$ cat src/rtl/morse_pkg.sv
// Shared Morse decoder definitions.
//   SYM_W_DEF  : default bits per segment symbol
//   DEPTH_DEF  : default display slots (8-digit panel)
//   BLANK_SEG  : segment code meaning "digit off"
//   buf_op_e   : the single operation a symbol buffer commits on a clock edge
package morse_pkg;

  localparam int SYM_W_DEF = 8;
  localparam int DEPTH_DEF = 8;
  localparam logic [7:0] BLANK_SEG = 8'h00;

  typedef enum logic [1:0] {
    OP_NONE,
    OP_CLR,
    OP_DEL,
    OP_PUSH
  } buf_op_e;

endpackage

$ cat src/rtl/symbol_shift_buffer.sv
// Display-line buffer between the symbol decoder and the 7-seg scan driver.
// New symbols enter at slot 0 (LSB) and older ones move toward slot DEPTH-1.
// Supports backspace, clear, occupancy count and a stop/scroll full policy.
// Ports:
//   clk, rst   : clock, synchronous active-high reset
//   sym_in     : symbol to append, sym_valid/sym_ready handshake
//   del_req    : drop the newest symbol (backspace)
//   clr        : blank the whole line
//   buf_out    : slot k at [k*SYM_W +: SYM_W], slot 0 newest
//   count      : valid symbols, 0..DEPTH; full/empty derived from it
//   overflow   : sticky, push attempted while full with SCROLL=0
//   del_err    : one-cycle pulse after a backspace on an empty line
module symbol_shift_buffer
  import morse_pkg::*;
#(
  parameter int               SYM_W  = SYM_W_DEF,
  parameter int               DEPTH  = DEPTH_DEF,
  parameter logic [SYM_W-1:0] BLANK  = SYM_W'(BLANK_SEG),
  parameter bit               SCROLL = 1'b0,
  localparam int              CNT_W  = $clog2(DEPTH + 1)
) (
  input  logic                   clk,
  input  logic                   rst,
  input  logic [SYM_W-1:0]       sym_in,
  input  logic                   sym_valid,
  output logic                   sym_ready,
  input  logic                   del_req,
  input  logic                   clr,
  output logic [SYM_W*DEPTH-1:0] buf_out,
  output logic [CNT_W-1:0]       count,
  output logic                   full,
  output logic                   empty,
  output logic                   overflow,
  output logic                   del_err
);

  logic [SYM_W-1:0] slot_q [DEPTH];
  logic [CNT_W-1:0] count_q;
  logic             overflow_q;
  logic             del_err_q;
  buf_op_e          op;

  assign full  = (count_q == CNT_W'(DEPTH));
  assign empty = (count_q == '0);

  assign sym_ready = ~rst & ~clr & ~del_req & (~full | SCROLL);

  // Priority clr > del > push; rst is handled directly in the register block.
  always_comb begin
    op = OP_NONE;
    if (clr)
      op = OP_CLR;
    else if (del_req)
      op = OP_DEL;
    else if (sym_valid && sym_ready)
      op = OP_PUSH;
  end

  always_ff @(posedge clk) begin
    if (rst) begin
      for (int unsigned k = 0; k < DEPTH; k++) slot_q[k] <= BLANK;
      count_q    <= '0;
      overflow_q <= 1'b0;
      del_err_q  <= 1'b0;
    end else begin
      del_err_q <= (op == OP_DEL) && empty;
      case (op)
        OP_CLR: begin
          for (int unsigned k = 0; k < DEPTH; k++) slot_q[k] <= BLANK;
          count_q    <= '0;
          overflow_q <= 1'b0;
        end
        OP_DEL: begin
          // Slots above count are already BLANK, so a plain shift keeps the invariant.
          if (!empty) begin
            for (int unsigned k = 0; k < DEPTH - 1; k++) slot_q[k] <= slot_q[k+1];
            slot_q[DEPTH-1] <= BLANK;
            count_q         <= count_q - CNT_W'(1);
          end
        end
        OP_PUSH: begin
          for (int unsigned k = 1; k < DEPTH; k++) slot_q[k] <= slot_q[k-1];
          slot_q[0] <= sym_in;
          if (!full) count_q <= count_q + CNT_W'(1);
        end
        default: begin
          // No commit: a valid push was refused only because the line is full.
          if (sym_valid && full && !SCROLL) overflow_q <= 1'b1;
        end
      endcase
    end
  end

  always_comb begin
    buf_out = '0;
    for (int unsigned k = 0; k < DEPTH; k++) buf_out[k*SYM_W +: SYM_W] = slot_q[k];
  end

  assign count    = count_q;
  assign overflow = overflow_q;
  assign del_err  = del_err_q;

endmodule

$ cat config.mk
export PLATFORM = sky130hd
export DESIGN_NAME = symbol_shift_buffer
export DESIGN_NICKNAME = d
export VERILOG_FILES = /design/src/rtl/morse_pkg.sv /design/src/rtl/symbol_shift_buffer.sv
export SDC_FILE = /design/constraint.sdc
export NUM_CORES = 1
export LEC_CHECK = 0
export ABC_CLOCK_PERIOD_IN_PS = 5000
export CORE_MARGIN = 2
export CORE_UTILIZATION = 35
export DETAILED_ROUTE_END_ITERATION = 8
export MAX_ROUTING_LAYER = met4
export PLACE_DENSITY_LB_ADDON = 0.2
export SLEW_MARGIN = 20
export SYNTH_ARGS = -nofsm -noshare
export SYNTH_HDL_FRONTEND = slang
export SYNTH_SLANG_ARGS = --single-unit
$ cat constraint.sdc
create_clock -name clk -period 5 [get_ports clk]
set_input_delay 1 -clock clk [delete_from_list [all_inputs] [get_ports clk]]
set_output_delay 1 -clock clk [all_outputs]
set_load 0.01 [all_outputs]
-- Word-level counts from Yosys, hierarchy flattened
Memory sizes are Yosys's and may differ from the RTL's.
Cells that the tools add are included.
- register bits after elaboration: 6
- bits in writable memories: 64
- bits of input ports: 13
- output and inout port bits: 73
- logic and storage cells: 97
- memories kept: 1
- $add $sub $neg: 2
- equal/unequal tests: 6
- mux-type cells: 44
- bitwise gates (word level): 32
- reductions and logical operators: 9
- memories (memory ; depth ; bits a word ; read ports ; clocked after Yosys merged registers in ; write ports ; line ; text):
    slot_q ; 8 ; 8 ; 8 ; 0 ; 8 ; symbol_shift_buffer.sv:37 ; logic [SYM_W-1:0] slot_q [DEPTH];
- operators by type and width (kind ; count):
    $mux 8 ; 24
    $or 1x1->1 ; 24
    $mux 1 ; 13
    $pmux 4 s3 ; 1
    $mux 4 ; 2
    $mux 2 ; 3
    $not 1->1 ; 5
    $add 4x1->4 const B ; 1
    $eq 2x2->1 const B ; 2
    $eq 4x4->1 const B ; 1
    $logic_not 4->1 ; 1
    $ne 2x2->1 const B ; 2
    $sub 4x1->4 const B ; 1
    $and 1x1->1 ; 3
    $logic_and 1x1->1 ; 3
    $reduce_and 3->1 ; 1
    $reduce_bool 3->1 ; 1
    $eq 2x1->1 const B ; 1
    $pmux 1 s2 ; 1
    $reduce_and 2->1 ; 1
    $reduce_bool 2->1 ; 1
    $reduce_or 2->1 ; 1

-- Logic depth before layout (Yosys ltp)
Gate-level depths: netlist of the first run.
- depth in word-level cells: 15
- mapped depth: 10
- mapped depth without buffers: 8

-- Worst setup path after synthesis of the first run
Ideal clock, no wire load.
- path kind: input to output
- start point: input rst
- end point: output sym_ready
- arrival time: 1.897 ns
- required time: 4.000 ns
- slack: 2.103 ns
- stages: 4
- buffers on the path: 2
- cells stage by stage: or2_2 clkbuf_1 clkbuf_1 nor3_1
- word-level cells in the longest chain between the ends: 4
- ends and longest elaborated chain (what ; line ; text):
    from (decl) ; symbol_shift_buffer.sv:23 ; input logic rst,
    $not 1->1 ; symbol_shift_buffer.sv:46 ; assign sym_ready = ~rst & ~clr & ~del_req & (~full | SCROLL);
    $and 1x1->1 (3 in series) ; symbol_shift_buffer.sv:46 ;
    to (decl) ; symbol_shift_buffer.sv:26 ; output logic sym_ready,
No other way between the ends.

-- Worst setup path in the final report of the first run
Ends and elaborated chain as after synthesis.

==> flow_summary.toml, run 1 <==
[outcome]
status = "finished, final reports clean"

[layout]
register_area_um2 = 1960
nFillCells = 814
layout.cell_area.non_filler_um2 = 4140
layout.nets = 353
insertedDiodeCount = 0
flow.area_growth_from_synthesis_pct = 34.0
post_route_cells_drive_above_1_share_pct = 6.73
multi_input_area_um2 = 985

[cts]
insertion_delay_ns = 0.33
cts.root.buffer_cell = "sky130_fd_sc_hd__clkbuf_8"
clock_tree.buffer_depth = 2
post_cts.resized_instances = 0
numClockSinks = 70
cts_inserted_buffers = 9
cts_htree_levels = 3
cts_tree = "done"
post_cts.repair.setup_buffers = 0
ctsHoldBuffers = 0
clkSlewWorstSetupHoldPaths_ns = 0.07

[critical_path]
crit_arrival_ns = 2.40
rr_worst_depth = 3
path_max_fanout = 2
reg2reg_slack_ns = 2.40
worstReg2RegEnd = "slot_q[1][13]"
critPathCaptureType = "primary output"
critical_path.slowest_cell = "sky130_fd_sc_hd__clkdlybuf4s50_1"
timing.setup.critical_path_class = "in2out"
required_ns = 4.00
critical-path-top-cell-by-count = "sky130_fd_sc_hd__clkdlybuf4s50_1"
crit_path_cell_trace = "clkdlybuf4s50_1 -> or2_2 -> nor3_1 -> clkdlybuf4s50_1"
startpoint_type = "primary input"
crit-reg2reg-launch = "count[0]"
worst_path_largest_cell_delay_ns = 0.56

[global_routing]
grt.overflow.total = 0
vias_in_the_first_global_route = 2206
grt_pass1_wl_mm = 12.0
grt_util_all_layers_pct = 16.2
grt_max_degree = 70
grt_antenna_before_repair = 0

[sta]
setup_viol = 0
timing.final.crit_share_pct = 68.0
max_freq_ghz = 0.294
finClkSkew_ns = 0.0129
unrepaired_setup_endpoints_after_global_routing = "false"
final-max-slew-violation-count = 0
setup_tns_ns = 0
final_period_minus_worst_setup_slack_ns = 3.40
tightest_slew_ns = 0.719
final-hold-violation-count = 0
worst_slew_margin_rel_pct = 52.0

[floorplan]
ios = 86
floorplan.initialDensity_pct = 35.8
floorplan.die_area_um2 = 9600
std_cell_rows = 34
fp.coreArea_um2 = 8640
die_height_um = 98.0
die_width_um = 98.0

[route]
dr_total_vias = 2376
drt_first_pass_iters = 4
drt_iter0_drc = 178
wirelength_mm = 7.65
ant_nets = 0
drt-vias-per-instance = 5.28
post-route-drc-count = 0
avgRoutedWirePerCell_um = 17.0

[place]
place.port_buffers = 85
dp_hpwl_mm = 4.97
postPlaceCellArea_um2 = 3970
routability_driven_placement_congestion_ratio = 0.744

[pwr]
vdd_drop_max_v = 0.000156
pwr_density_cell_nw_per_um2 = 320
p_leak_nw = 1.39

[logic_synthesis]
synthesis.area_per_instance_um2 = 11.9
synthDistinctLibCells = 28
ys_warns = 0
synth_enable_flop_cells = 56
async_reset_ff_share_pct = 0
syn-num-nets = 277
seq_area_frac_synth_pct = 63.4
yosys_most_used_dff = "sky130_fd_sc_hd__edfxtp_1"
syn-cell-area_um2 = 3090
synthesized_flop_and_latch_total = 70
instance_count_of_the_mapped_netlist = 261

[flow_run]
max_cap_violations = 0

[worst_hold_path]
worstHoldEndpoint = "overflow"
timing.hold.worst.class = "reg2reg"
timing.hold.worst.start = "overflow"
hold_path_depth = 2
area by class of cell:
cell class | instances | share of cell area (%)
sequential | 70 | 47.3
multi-input combinational | 164 | 23.8
timing repair buffer | 88 | 21.1
tap | 108 | 3.26
clock buffer | 9 | 2.99
clock inverter | 7 | 1.21
inverter | 4 | 0.362
state kept, by name (all words and copies together) (netlist names):
name	count
overflow	1
del_err	1
slot_q	64
count	4
metrics by stage:
stage          util (%)  setup WS [ns]  power, W  cells  hold slack [ns]
2_1_floorplan         -           2.10  0.000823    261            0.505
3_3_place_gp       46.0           1.60  0.000935    434            0.464
3_5_place_dp       46.0           1.56  0.000938    434            0.470
4_1_cts            48.0           1.59   0.00134    450            0.487
5_1_grt            48.0           1.54   0.00138    450            0.549
6_report           48.0           1.60   0.00133    450            0.478
routing by layer:
| metal | up-vias | track usage, % | wire length [um] |
|---|---|---|---|
| met1 | 1166 | 23.9 | 3570 |
| met4 | 0 | 5.45 | 34 |
| met3 | 4 | 2.93 | 489 |
| li1 | 1131 | - | - |
| met2 | 75 | 22.4 | 3550 |
| met5 | - | - | 0 |
synthesized netlist by cell type, types with 2 or more instances:
cell / n / area, um2
sky130_fd_sc_hd__edfxtp_1: 56 / 1680
sky130_fd_sc_hd__nand2_1: 7 / 26.3
sky130_fd_sc_hd__inv_1: 4 / 15.0
sky130_fd_sc_hd__and3_1: 2 / 12.5
sky130_fd_sc_hd__dfxtp_1: 14 / 280
sky130_fd_sc_hd__nor2_1: 68 / 255
sky130_fd_sc_hd__a22oi_1: 64 / 480
sky130_fd_sc_hd__xnor2_1: 2 / 17.5
sky130_fd_sc_hd__a21oi_1: 2 / 10.0
sky130_fd_sc_hd__buf_2: 4 / 20.0
sky130_fd_sc_hd__clkbuf_1: 12 / 45.0
sky130_fd_sc_hd__nor3_1: 2 / 10.0
sky130_fd_sc_hd__buf_6: 6 / 67.6
sky130_fd_sc_hd__o21ai_0: 2 / 10.0
sky130_fd_sc_hd__ha_1: 2 / 25.0
sky130_fd_sc_hd__a211oi_1: 2 / 15.0
how the worst max path moves through the flow:
stage	start	end	cells past startpoint
6_report	rst	sym_ready	4
5_1_grt	rst	sym_ready	4
4_1_cts	rst	sym_ready	4
3_5_place_dp	del_req	slot_q[1][8]	4
3_3_place_gp	rst	sym_ready	4
2_1_floorplan	rst	sym_ready	4
critical path, delay by kind of cell:
| family | cells | cell delay (ns) |
|---|---|---|
| and+or+nand+nor | 2 | 0.43 |
| buffers and inverters | 2 | 0.97 |
where the power goes:
part | internal [W] | total [W] | switching, W
logic | 0.000103 | 0.000215 | 0.000112
clock network | 0.000181 | 0.000402 | 0.000222
registers | 0.000670 | 0.000709 | 0.0000389
total | 0.000954 | 0.00133 | 0.000372
placed cells by master (no fill, tap or decap), types with 3 or more instances in the layout:
cell / count
sky130_fd_sc_hd__edfxtp_1: 56
sky130_fd_sc_hd__buf_4: 3
sky130_fd_sc_hd__inv_1: 4
sky130_fd_sc_hd__nand2_1: 7
sky130_fd_sc_hd__clkbuf_8: 9
sky130_fd_sc_hd__clkdlybuf4s50_1: 85
sky130_fd_sc_hd__nor2_1: 67
sky130_fd_sc_hd__dfxtp_1: 14
sky130_fd_sc_hd__a22oi_1: 64
cells by family (layout without fill, tap and decap cells):
group | after synthesis | count (layout) | synth area share [%]
buffers and inverters | 27 | 108 | 5.02
DFF | 70 | 70 | 63.4
AOI/OAI and AO/OA | 73 | 73 | 17.5
adders and majority gates | 3 | 3 | 1.46
xor gates and xnor gates | 2 | 2 | 0.566
and+or+nand+nor | 86 | 86 | 12.0
(Power assumes the default switching activity.)
==> inputs of run 2 (changes only) <==
ABC_CLOCK_PERIOD_IN_PS = 2800   (was 5000)
clock period = 2.8 ns   (was 5 ns; I/O delays follow)
==> run 2 against run 1 <==
  * Power grew 85%
  * Global-route usage grew 0.95 points
  * Sequential cell count is the same
  * Design area grew 1.4%
  * Worst setup slack lost 1.3 ns
  * Combinational power grew 86%
  * Largest power group unchanged
==> flow_summary.toml, run 2 (synthesis results as in run 1) <==
[outcome]
status = "finished, final reports clean"

[layout]
mostFrequentLayoutCells = "sky130_fd_sc_hd__clkdlybuf4s50_1, sky130_fd_sc_hd__nor2_1, sky130_fd_sc_hd__a22oi_1"
insertedDiodeCount = 0
largest_register_ff_count = 64
multi_input_area_um2 = 985
layout.nets = 357
post_layout_nonfiller_instances = 454
nFillCells = 824
flow.area_growth_from_synthesis_pct = 35.9
layout.cells.most_common = "sky130_fd_sc_hd__clkdlybuf4s50_1"
largest-register = "slot_q"
post_route_cells_drive_above_1_share_pct = 7.80
register_area_um2 = 1960

[flow_run]
max_cap_violations = 0

[worst_hold_path]
timing.hold.worst.start = "overflow"
timing.hold.worst.class = "reg2reg"
hold_path_depth = 2

[floorplan]
ios = 86
floorplan.die_area_um2 = 9600
die_width_um = 98.0
std_cell_rows = 34
fp.coreArea_um2 = 8640
floorplan.initialDensity_pct = 35.8
die_height_um = 98.0

[cts]
clock_tree.buffer_depth = 2
post_cts.resized_instances = 0
insertion_delay_ns = 0.34
post_cts.repair.setup_buffers = 0
cts_tree = "done"
cts_htree_levels = 3
cts_inserted_buffers = 9
clkSlewWorstSetupHoldPaths_ns = 0.07
numClockSinks = 70
ctsHoldBuffers = 0
cts.root.buffer_cell = "sky130_fd_sc_hd__clkbuf_8"

[global_routing]
grt_pass1_wl_mm = 12.7
grt_antenna_before_repair = 0
grt_max_degree = 70
grt.overflow.total = 0
grt.met1_usage_pct = 25.2
grt-busiest-layer = "met1"
grt_util_all_layers_pct = 17.2
groute.layer.met2.usage_pct = 23.8
vias_in_the_first_global_route = 2338
grtUsageMet3_pct = 3.15

[place]
dp_hpwl_mm = 4.98
post-place-cells = 438
routability_driven_placement_congestion_ratio = 0.778
place.port_buffers = 85
dpl_worst_slack_ns = 0.152

[route]
ant_nets = 0
wirelength_mm = 7.77
avgRoutedWirePerCell_um = 17.1
drt_iter0_drc = 181
dr_total_vias = 2383
drt_first_pass_iters = 5
post-route-drc-count = 0
drt-vias-per-instance = 5.25

[critical_path]
critical_path.slowest_cell = "sky130_fd_sc_hd__clkdlybuf4s50_1"
path_max_fanout = 2
worstSetupStartpoint = "rst"
crit-reg2reg-launch = "count[0]"
crit_arrival_ns = 1.97
rr_worst_depth = 8
crit_path_cell_trace = "clkdlybuf4s50_1 -> or2_2 -> nor3_1 -> clkdlybuf4s50_1"
critPathCaptureType = "primary output"
required_ns = 2.24
critical-path-top-cell-by-count = "sky130_fd_sc_hd__clkdlybuf4s50_1"
startpoint_type = "primary input"
timing.setup.critical_path_class = "in2out"
worst_path_largest_cell_delay_ns = 0.56

[sta]
max_freq_ghz = 0.395
worst_slew_margin_rel_pct = 51.1
final-hold-violation-count = 0
timing.final.crit_share_pct = 90.3
finClkSkew_ns = 0.0113
final-max-slew-violation-count = 0
setup_tns_ns = 0
tightest_slew_ns = 0.734
final_period_minus_worst_setup_slack_ns = 2.53
fin_ws_ns = 0.271
unrepaired_setup_endpoints_after_global_routing = "false"
setup_viol = 0

[pwr]
p_leak_nw = 1.42
pwr_density_cell_nw_per_um2 = 585
vdd_drop_max_v = 0.000290
==> run 2: cell count changes in the layout (fill, tap and decap cells not counted), sizes merged <==
cell,before,now
bufinv,0,1
clkbuf,9,10
buf,3,7
inv,5,4
clkinv,4,3
==> run 2: critical path: cells and delay by family <==
kind / cells / cell delay [ns]
simple gates: 2 / 0.44
buf+inv: 2 / 0.97
==> run 2: stage by stage <==
step	area [um2]	util, %	hold WS [ns]	power [W]
2_1_floorplan	3090	-	0.505	0.00147
3_3_place_gp	4010	46.5	0.463	0.00169
3_5_place_dp	4010	46.5	0.488	0.00169
4_1_cts	4200	48.7	0.512	0.00248
5_1_grt	4200	48.7	0.529	0.00256
6_report	4200	48.7	0.501	0.00246
==> run 2: per-layer routing <==
metal	share of wire, %	up-vias
li1	-	1134
met1	48	1168
met2	45	72
met3	5.3	9
met4	1.1	0
met5	0	-
==> run 2: final cells by class <==
cell class                      instances  area share (%)
Sequential cell                        70            46.7
Timing Repair Buffer                   92            21.8
Clock buffer                           10            3.04
Inverter                                4           0.357
Tap cell                              108            3.21
Multi-Input combinational cell        164            23.4
Clock inverter                          6            1.52
==> run 2: report_power, final <==
part           switching (W)  internal [W]
registers          0.0000681       0.00120
clock network       0.000384      0.000410
logic               0.000204      0.000194
==> run 2: final timing paths <==
check	to	slack (ns)
max	sym_ready	0.27
min	overflow	0.50
max reg2reg	count[3]	0.61
min reg2reg	overflow	0.50
==> inputs of run 3 (changes only) <==
REMOVE_ABC_BUFFERS = 1   (was default)
==> run 3 against run 2 <==
  * Highest routed layer unchanged
  * Worst hold slack better by 0.0017 ns
  * Worst setup slack improved by 0.011 ns
  * Register-to-register slack improved by 0.04 ns
  * Die area stayed put
  * Critical path depth is the same
  * Critical endpoint unchanged
==> flow_summary.toml, run 3 (synthesis results as in run 1) <==
[critical_path]
crit-reg2reg-launch = "count[0]"
rr_worst_depth = 8
critical_path.slowest_cell = "sky130_fd_sc_hd__clkdlybuf4s50_1"
worst_path_largest_cell_delay_ns = 0.56
required_ns = 2.24
crit_arrival_ns = 1.96
path_max_fanout = 2
reg2reg_slack_ns = 0.65
worstReg2RegEnd = "count[3]"
critPathCaptureType = "primary output"
crit_path_cell_trace = "clkdlybuf4s50_1 -> or2_2 -> nor3_1 -> clkdlybuf4s50_1"
critical-path-top-cell-by-count = "sky130_fd_sc_hd__clkdlybuf4s50_1"
path_delay_family = "buffers and inverters"
startpoint_type = "primary input"
cp_num_buf_inv = 2
timing.setup.critical_path_class = "in2out"

[sta]
finClkSkew_ns = 0.00595
final-max-slew-violation-count = 0
unrepaired_setup_endpoints_after_global_routing = "false"
max_freq_ghz = 0.397
worst_slew_margin_rel_pct = 50.3
tightest_slew_ns = 0.745
timing.final.crit_share_pct = 89.9
fin_ws_ns = 0.282
final-hold-violation-count = 0
final_period_minus_worst_setup_slack_ns = 2.52
setup_viol = 0

[layout]
layout.nets = 360
nFillCells = 770
post_route_cells_drive_above_1_share_pct = 8.60
layout.cells.most_common = "sky130_fd_sc_hd__clkdlybuf4s50_1"
insertedDiodeCount = 0
flow.area_growth_from_synthesis_pct = 38.5
largest_register_ff_count = 64
largest-register = "slot_q"
post_layout_nonfiller_instances = 457
mostFrequentLayoutCells = "sky130_fd_sc_hd__clkdlybuf4s50_1, sky130_fd_sc_hd__nor2_1, sky130_fd_sc_hd__a22oi_1"
layout.cell_area.non_filler_um2 = 4280

[floorplan]
fp.coreArea_um2 = 8640
die_width_um = 98.0
floorplan.die_area_um2 = 9600
ios = 86
die_height_um = 98.0
floorplan.initialDensity_pct = 35.8
std_cell_rows = 34

[cts]
cts_inserted_buffers = 9
clock_tree.buffer_depth = 2
clkSlewWorstSetupHoldPaths_ns = 0.07
ctsHoldBuffers = 0
numClockSinks = 70
cts_tree = "done"
post_cts.repair.setup_buffers = 0
cts.root.buffer_cell = "sky130_fd_sc_hd__clkbuf_8"
insertion_delay_ns = 0.33
post_cts.resized_instances = 0
cts_htree_levels = 3

[route]
top_layer = "met4"
met2_length_mm = 3.70
drt_iter0_drc = 141
routedLengthMet1_mm = 3.55
drt-vias-per-instance = 5.27
post-route-drc-count = 0
avgRoutedWirePerCell_um = 16.9
drt_first_pass_iters = 5
ant_nets = 0
dr_total_vias = 2410
wirelength_mm = 7.74
wl_met3_um = 392

[worst_hold_path]
hold_path_depth = 2
worstHoldEndpoint = "overflow"
timing.hold.worst.class = "reg2reg"
timing.hold.worst.start = "overflow"

[place]
routability_driven_placement_congestion_ratio = 0.756
dpl_worst_slack_ns = 0.161
place.port_buffers = 85
post-place-cells = 441
dp_hpwl_mm = 5.01
postPlaceCellArea_um2 = 4040

[global_routing]
grt_pass1_wl_mm = 12.2
vias_in_the_first_global_route = 2234
grt.overflow.total = 0
grt_antenna_before_repair = 0
grt_max_degree = 70
grt_util_all_layers_pct = 16.6

[pwr]
power_switching_share_pct = 24.1
clock_power_share_pct = 37.2
pwr_density_cell_nw_per_um2 = 620
vdd_drop_max_v = 0.000265
power.combinational.fraction_pct = 15.3
intPower_w = 0.00201
sequential_power_share_pct = 47.5
p_leak_nw = 1.46
net-switching-power_w = 0.000641

[flow_run]
max_cap_violations = 0

[outcome]
status = "finished, final reports clean"
run 3: changes by cell type in the layout (fill, tap and decap cells not counted), sizes merged:
| cell | before | now |
|---|---|---|
| clkinv | 3 | 1 |
| buf | 7 | 10 |
| clkbuf | 10 | 11 |
| bufinv | 1 | 3 |
| clkinvlp | 2 | 1 |
run 3: metal layers:
metal  vias to the layer above  global-route usage (%)
li1                       1139                       -
met1                      1180                    23.0
met2                        83                    24.7
met3                         8                    2.43
met4                         0                    6.52
met5                         -                       -
run 3: final cells by class:
| type | instances | area, um2 | area share (%) |
|---|---|---|---|
| sequential | 70 | 1960 | 45.8 |
| multi-input combinational | 164 | 985 | 23.0 |
| timing repair buffer | 95 | 938 | 21.9 |
| clock buffer | 11 | 141 | 3.30 |
| tap | 108 | 135 | 3.16 |
| clock inverter | 5 | 106 | 2.48 |
| inverter | 4 | 15.0 | 0.351 |
run 3: power by group through the flow:
stage	Combinational, W	Sequential [W]	Clock, W
final	0.000406	0.00126	0.000988
after detailed placement	0.000410	0.00128	0
after floorplan	0.000144	0.00130	0
after global placement	0.000408	0.00128	0
after CTS	0.000411	0.00126	0.00102
after global routing	0.000439	0.00127	0.00106
run 3: worst max-delay path by stage:
stage	to	from	cells past startpoint
floorplan	count[3]	del_req	8
global placement	count[3]	del_req	9
detailed placement	count[3]	del_req	9
CTS	sym_ready	rst	4
global route	sym_ready	rst	4
finish	sym_ready	rst	4
run 3: through the flow:
stage	TNS [ns]	hold WS [ns]	power [W]	util, %
2_1_floorplan	-37.73	0.505	0.00144	-
3_3_place_gp	0	0.466	0.00169	46.7
3_5_place_dp	0	0.481	0.00169	46.7
4_1_cts	0	0.499	0.00269	49.6
5_1_grt	0	0.548	0.00277	49.6
6_report	0	0.502	0.00265	49.6
run 3: worst reg2reg max path, delay by kind of cell (launching register included):
family | cells | cell delay [ns]
compound gates | 2 | 0.28
simple gates | 5 | 1.06
flops | 1 | 0.39
fa+ha+maj | 1 | 0.27
